**src/rtl/sdram_arb_pkg.sv**
```systemverilog
// Shared types and constants for the two-master SDRAM Wishbone arbiter.
// State encoding, one-hot grant values and the default watchdog limit.
package sdram_arb_pkg;

    typedef enum logic [1:0] {
        IDLE = 2'd0,
        BUSY = 2'd1,
        GAP  = 2'd2
    } arb_state_t;

    localparam logic [1:0] GNT_NONE = 2'b00;
    localparam logic [1:0] GNT_M0   = 2'b01;
    localparam logic [1:0] GNT_M1   = 2'b10;

    localparam int DEFAULT_TIMEOUT = 1023;

endpackage

```
**src/rtl/sdram_arb_rr_pick.sv**
```systemverilog
// Combinational 2-way round-robin picker: a lone requester wins outright,
// a tie goes to the master that was not granted most recently.
module sdram_arb_rr_pick
    import sdram_arb_pkg::*;
(
    input  logic [1:0] req,
    input  logic       last,
    output logic [1:0] grant,
    output logic       valid
);

    always_comb begin
        valid = |req;
        grant = GNT_NONE;
        case (req)
            2'b01:   grant = GNT_M0;
            2'b10:   grant = GNT_M1;
            2'b11:   grant = last ? GNT_M0 : GNT_M1;
            default: grant = GNT_NONE;
        endcase
    end

endmodule

```
**src/rtl/sdram_wb_arbiter.sv**
```systemverilog
// Two-master Wishbone arbiter in front of the SDRAM controller slave port,
// with round-robin grant, a mandatory stb gap and an ack timeout watchdog.
module sdram_wb_arbiter
    import sdram_arb_pkg::*;
#(
    parameter int TIMEOUT = DEFAULT_TIMEOUT,
    parameter int TW      = 10
) (
    input  logic        wb_clk_i,
    input  logic        rst_n,
    input  logic        m0_cyc_i,
    input  logic        m0_stb_i,
    input  logic        m0_we_i,
    input  logic [3:0]  m0_sel_i,
    input  logic [31:0] m0_addr_i,
    input  logic [31:0] m0_data_i,
    output logic [31:0] m0_data_o,
    output logic        m0_ack_o,
    output logic        m0_err_o,
    input  logic        m1_cyc_i,
    input  logic        m1_stb_i,
    input  logic        m1_we_i,
    input  logic [3:0]  m1_sel_i,
    input  logic [31:0] m1_addr_i,
    input  logic [31:0] m1_data_i,
    output logic [31:0] m1_data_o,
    output logic        m1_ack_o,
    output logic        m1_err_o,
    output logic        s_cyc_o,
    output logic        s_stb_o,
    output logic        s_we_o,
    output logic [3:0]  s_sel_o,
    output logic [31:0] s_addr_o,
    output logic [31:0] s_data_o,
    input  logic [31:0] s_data_i,
    input  logic        s_ack_i,
    output logic [1:0]  grant_o
);

    localparam logic [TW-1:0] TIMEOUT_CNT = TW'(TIMEOUT);

    arb_state_t    state, state_nxt;
    logic [1:0]    req;
    logic [1:0]    grant_q;
    logic          last;
    logic [TW-1:0] count;
    logic [1:0]    err_q;
    logic [1:0]    pick_gnt;
    logic          pick_valid;
    logic          req_g;
    logic          timeout_hit;
    logic          terminate;

    assign req         = {m1_cyc_i & m1_stb_i, m0_cyc_i & m0_stb_i};
    assign req_g       = |(req & grant_q);
    assign timeout_hit = (count == TIMEOUT_CNT);
    assign terminate   = (state == BUSY) && (s_ack_i || !req_g || timeout_hit);

    assign grant_o   = grant_q;
    assign m0_err_o  = err_q[0];
    assign m1_err_o  = err_q[1];
    assign m0_data_o = s_data_i;
    assign m1_data_o = s_data_i;

    sdram_arb_rr_pick u_pick (
        .req   (req),
        .last  (last),
        .grant (pick_gnt),
        .valid (pick_valid)
    );

    always_ff @(posedge wb_clk_i) begin
        if (!rst_n) state <= IDLE;
        else        state <= state_nxt;
    end

    always_comb begin
        state_nxt = state;
        case (state)
            IDLE:    if (pick_valid) state_nxt = BUSY;
            BUSY:    if (terminate)  state_nxt = GAP;
            GAP:     state_nxt = IDLE;
            default: state_nxt = IDLE;
        endcase
    end

    // Ack wins over a same-cycle timeout, so err only fires with s_ack_i low.
    always_ff @(posedge wb_clk_i) begin
        if (!rst_n) begin
            grant_q <= GNT_NONE;
            last    <= 1'b1;
            count   <= '0;
            err_q   <= 2'b00;
        end else begin
            err_q <= 2'b00;
            case (state)
                IDLE: begin
                    if (pick_valid) begin
                        grant_q <= pick_gnt;
                        count   <= '0;
                    end
                end
                BUSY: begin
                    count <= count + TW'(1);
                    if (terminate) begin
                        grant_q <= GNT_NONE;
                        last    <= grant_q[1];
                        if (timeout_hit && !s_ack_i) err_q <= grant_q;
                    end
                end
                default: ;
            endcase
        end
    end

    always_comb begin
        s_cyc_o  = 1'b0;
        s_stb_o  = 1'b0;
        s_we_o   = 1'b0;
        s_sel_o  = 4'h0;
        s_addr_o = 32'h0;
        s_data_o = 32'h0;
        if (state == BUSY) begin
            if (grant_q[1]) begin
                s_cyc_o  = m1_cyc_i;
                s_stb_o  = m1_stb_i;
                s_we_o   = m1_we_i;
                s_sel_o  = m1_sel_i;
                s_addr_o = m1_addr_i;
                s_data_o = m1_data_i;
            end else begin
                s_cyc_o  = m0_cyc_i;
                s_stb_o  = m0_stb_i;
                s_we_o   = m0_we_i;
                s_sel_o  = m0_sel_i;
                s_addr_o = m0_addr_i;
                s_data_o = m0_data_i;
            end
        end
        m0_ack_o = s_ack_i & grant_q[0] & req[0];
        m1_ack_o = s_ack_i & grant_q[1] & req[1];
    end

endmodule

```
**config.mk**
```make
export PLATFORM = sky130hd
export DESIGN_NAME = sdram_wb_arbiter
export DESIGN_NICKNAME = d
export VERILOG_FILES = /design/src/rtl/sdram_arb_pkg.sv /design/src/rtl/sdram_arb_rr_pick.sv /design/src/rtl/sdram_wb_arbiter.sv
export SDC_FILE = /design/constraint.sdc
export NUM_CORES = 1
export LEC_CHECK = 0
export CELL_PAD_IN_SITES_DETAIL_PLACEMENT = 1
export CELL_PAD_IN_SITES_GLOBAL_PLACEMENT = 2
export CORE_UTILIZATION = 12
export CTS_BUF_LIST = sky130_fd_sc_hd__clkbuf_4
export DETAILED_ROUTE_END_ITERATION = 8
export GPL_ROUTABILITY_DRIVEN = 0
export GPL_TIMING_DRIVEN = 0
export PLACE_DENSITY_LB_ADDON = 0.1
export SYNTH_ARGS = -nofsm -noshare
export SYNTH_HDL_FRONTEND = slang
export SYNTH_HIERARCHICAL = 1
export SYNTH_SLANG_ARGS = --single-unit
```
**constraint.sdc**
```tcl
create_clock -name wb_clk_i -period 3.8 [get_ports wb_clk_i]
set_clock_uncertainty 0.05 [all_clocks]
set_input_delay 0.76 -clock wb_clk_i [delete_from_list [all_inputs] [get_ports wb_clk_i]]
set_output_delay 0.76 -clock wb_clk_i [all_outputs]
set_load 0.02 [all_outputs]
```
# Word level (Yosys, flattened, before mapping)
# Index checks and enable logic that the tools add are counted.
word_totals:
  ff_bits: 17
  in_bits: 177
  out_inout_bits: 141
classes:
  n_reduce_logical: 15
  add_sub_neg: 1
  n_eq_ne: 7
  muxes: 22
  bitwise: 7
ops:
  columns: ["op", "count"]
  rows:
  - ["32-bit two-way mux", 4]
  - ["10-bit case mux with 2 select lines", 1]
  - ["10-bit by 1-bit adder with 10-bit output, second input constant", 1]
  - ["10-bit == test, second input constant", 1]
  - ["10-bit two-way mux", 1]
  - ["2-bit two-way mux", 5]
  - ["4-bit two-way mux", 2]
  - ["2-bit case mux with 2 select lines", 2]
  - ["1-bit AND", 6]
  - ["1-bit two-way mux", 6]
  - ["2-bit case mux with 3 select lines", 1]
  - ["2-bit AND reduction", 3]
  - ["2-bit by 1-bit == test with 1-bit output, second input constant", 2]
  - ["2-bit == test, second input constant", 2]
  - ["2-bit != test, second input constant", 2]
  - ["4-bit AND reduction", 1]
  - ["2-bit OR reduction", 2]
  - ["3-bit AND reduction", 1]
  - ["2-bit AND", 1]
  - ["1-bit logical AND", 2]
  - ["1-bit zero test", 2]
  - ["2-bit zero test", 1]
  - ["1-bit logical OR", 2]
  - ["2-bit nonzero test", 1]

# Longest topological paths before layout
depth:
  word_depth: 9
  depth_mapped: 7

# Modules after synthesis
# Netlist, hierarchy kept.
modules_own_cells:
  columns: ["mod", "area_per_inst_um2", "n_inst", "seq_area_each_um2", "cells_each"]
  rows:
  - ["sdram_wb_arbiter", 2379.8, 1, 340.3, 320]
  - ["sdram_arb_rr_pick", 25.0, 1, 0.0, 4]

# Worst setup path before layout
# Ideal clock, no wire load.
synth_timing:
  path_type: "register to output"
  startpoint: "register grant_q[1] (netlist: grant_o[1])"
  endpoint: "output port s_addr_o[0]"
  t_arrival_ps: 1457
  n_path_buf: 3
  t_required_ps: 2990
  path_stages_with_launch: 6
  slack_ps: 1533
  path_cell_list: "dfxtp_1 clkbuf_1 buf_2 buf_2 mux2i_1 nor2_1"
synth_via:
  elab_chain_cells: 2
synth_lines:
  columns: ["item", "line", "text"]
  rows:
  - ["start: declaration", "sdram_wb_arbiter.sv:44", "logic [1:0] grant_q;"]
  - ["start signal: assignment", "sdram_wb_arbiter.sv:99", "grant_q <= pick_gnt;"]
  - ["32-bit two-way mux", "sdram_wb_arbiter.sv:124", "if (grant_q[1]) begin"]
  - ["32-bit two-way mux", "sdram_wb_arbiter.sv:123", "if (state == BUSY) begin"]
  - ["end: declaration", "sdram_wb_arbiter.sv:33", "output logic [31:0] s_addr_o,"]
# No other way between the ends.

# Final worst setup path
layout_timing:
  startpoint: "register grant_q[1] (netlist: grant_o[1])"
  endpoint: "output port s_addr_o[15]"
# Same word-level chain as after synthesis.

==> summary.txt <==
CTS root buffer = clkbuf_4
Switching Fraction = 34.7%
Sw power = 0.302 mW
Worst Path Buf+Inv = 4
Netlist cell types = 35
Port bufs = 285
Cell taking the most area after synthesis = mux2i_1
Synthesis Warnings = 6
Crit start category = flip-flop
Initial core utilization = 12.3%
R2r endpoint = grant_o[1]
DRT antenna net count = 0
Layout cells sized above 1 = 13.4%
Most frequent cell after synthesis = nor2_1
Final slew viol count = 0
Cell count of the worst reg-to-reg path = 5
Setup Buffers After CTS = 0
Overflow after GRT = 0
Avg WL per Cell = 15.7 µm
Commonest cells post-synth = nor2_1 (77), mux2i_1 (74), buf_4 (64)
CTS HTree Levels = 1
Final wirelength = 13800 µm
Critical path's slowest cell = clkdlybuf4s50_1
Post-synth EDFFs = 0
Placeable Area = 19500 µm²
Required @ worst endpoint = 2990 ps
Crit path capture type = output pin
RSZ-0062 raised after global routing = false
Part of the power in registers = 21.3%
CP max stage delay = 670 ps
Arr. time, crit path = 2500 ps
Slew headroom = 63.4%
DRC = 0
Final Critical Period = 3310 ps
Tightest Pin Transition = 549 ps
Vias in the first global route = 3506
DR vias = 3287
Area contributors post-synth = mux2i_1 (31%), buf_4 (20%), dfxtp_1 (14%)
Register bit total from synthesis = 17
Setup TNS Final = 0 ps
Worst-case clock buffer depth = 2
PwrDens = 155 nW/µm²
CTS tree = built
Status = finished clean
Logic pwr share = 66.0%
Sequential area share after synthesis = 14.2%
Setup CP Type = reg2out
Hold_buf cts = 0
Ys async rst share = 0%
Initial antenna violation count = 0
CP max FO = 10
Final setup viols = 0
Most used cell, CP = buf_2
Setup crit start = grant_o[1]
FF-to-FF Start = grant_o[1]
CTS buffer count = 3
I/O Pins = 318
Total Routing Usage GR = 12.6%
Area grow syn2layout = 134%
Drt first pass iters = 4
Iteration-0 DRC Markers = 65
Peak supply drop = 0.0874 mV
Pin count of the biggest net entering global routing = 11
# diodes = 0
Mapped Area = 2400 µm²
Clk pwr share = 12.7%
Final period utilization = 87.2%
Die Height = 144 µm
Die Area = 20600 µm²
Cell Chain, Critical Path = clkbuf_1 > buf_2 > buf_2 > mux2i_1 > nor2_1 > clkdlybuf4s50_1
Maximum clock rate = 302 MHz
Design Power = 0.871 mW
Num rows = 51
Static leakage = 2.07 nW
Hold Path Class = reg2reg
Die boundary width = 144 µm
Crit path capture = s_addr_o[15]
Detail Placement HPWL = 12100 µm
Top FF cell, synth = dfxtp_1
Net Count, Synth = 502
Clk Latency, worst-skew pair = 300 ps
Post-synthesis average cell area = 7.42 µm²
First-pass GRT wire length = 19600 µm
Endpoints failing hold = 0
R2R Setup Slk = 2010 ps
Cells after synthesis = 324
Worst-path clk slew = 110 ps
CTS resizes = 0
Nets = 792
Internal power = 0.569 mW
Top cell type's share of synthesized area = 30.8%
CP top delay family = buffers and inverters
Sinks on Clock Net = 17
Max-cap viol count = 0
Post-DR vias/cell = 3.74
Critical Path Stages = 6
==> through the flow <==
step           cells  utilization (%)  setup WS, ps  instance area, µm²  hold WS, ps
3_3_place_gp     874             28.6           718                5590          430
2_1_floorplan    324                -          1530                2400          408
3_5_place_dp     874             28.6           688                5590          442
5_1_grt          878             28.8           213                5620          498
4_1_cts          878             28.8           331                5620          458
6_report         878             28.8           485                5620          454
==> worst register-to-register path, stage by stage, from the launching register on <==
cell	delay (ps)
dfxtp_1	350
clkbuf_1	250
buf_2	350
buf_2	340
nand3_1	110
o22ai_1	260
==> cell families (layout without fill, tap and decap cells) <==
group,count (synthesis),after routing,share of synthesized area (%)
muxes,74,74,30.8
and+or+nand+nor,123,123,23.9
adders and majority gates,1,1,0.520
buffers and inverters,87,376,24.1
DFF,17,17,14.2
AOI/OAI and AO/OA,22,22,6.50
==> worst min path at each step <==
stage               startpoint       end  slack (ps)  cells past startpoint
detailed placement    count[1]  count[1]         440                      2
global placement      count[1]  count[1]         430                      2
CTS                   count[1]  count[1]         460                      2
finish                count[1]  count[1]         450                      2
floorplan             count[9]  count[9]         410                      2
global route          count[1]  count[1]         500                      2
==> cell type report <==
class | count | area, µm²
fill | 2357 | 13900
timing repair buffer | 285 | 2850
sequential | 17 | 340
tap | 265 | 332
clock buffer | 4 | 30.0
multi-input combinational | 220 | 1490
buffer | 85 | 572
inverter | 2 | 7.51
==> state kept, by name, summed over array words and instances (netlist names) <==
signal   flops
last         1
count       10
state        2
grant_o      2
err_q        2
==> power groups by stage <==
stage | sequential [mW] | combinational [mW] | clock [mW]
final | 0.185 | 0.575 | 0.111
after global routing | 0.186 | 0.616 | 0.126
after CTS | 0.185 | 0.586 | 0.117
after detailed placement | 0.189 | 0.583 | 0
after global placement | 0.189 | 0.579 | 0
after floorplan | 0.190 | 0.254 | 0
==> cells in the final DEF, fill, tap and decap left out, types with 3 or more instances in the layout <==
master	netlist	routed
nor2b_1	4	4
clkbuf_4	0	4
buf_1	5	5
mux2i_1	74	74
nand3_1	11	11
clkbuf_1	6	6
nand2_1	8	8
and2_1	7	7
a21boi_1	6	6
clkdlybuf4s50_1	0	285
buf_4	64	64
nor2_1	77	77
buf_2	10	10
dfxtp_1	17	17
o21ai_0	3	3
a21oi_1	4	4
==> layer usage <==
layer | vias to the layer above | global-route usage (%) | part of all wire, % | wire length [µm]
met1 | 1519 | 12.6 | 34 | 4740
met3 | 4 | 4.67 | 10 | 1410
met5 | - | 0 | 0 | 0
met2 | 164 | 25.0 | 55 | 7560
met4 | 0 | 1.51 | 0.66 | 91
li1 | 1600 | - | - | -
(Power assumes the default switching activity.)
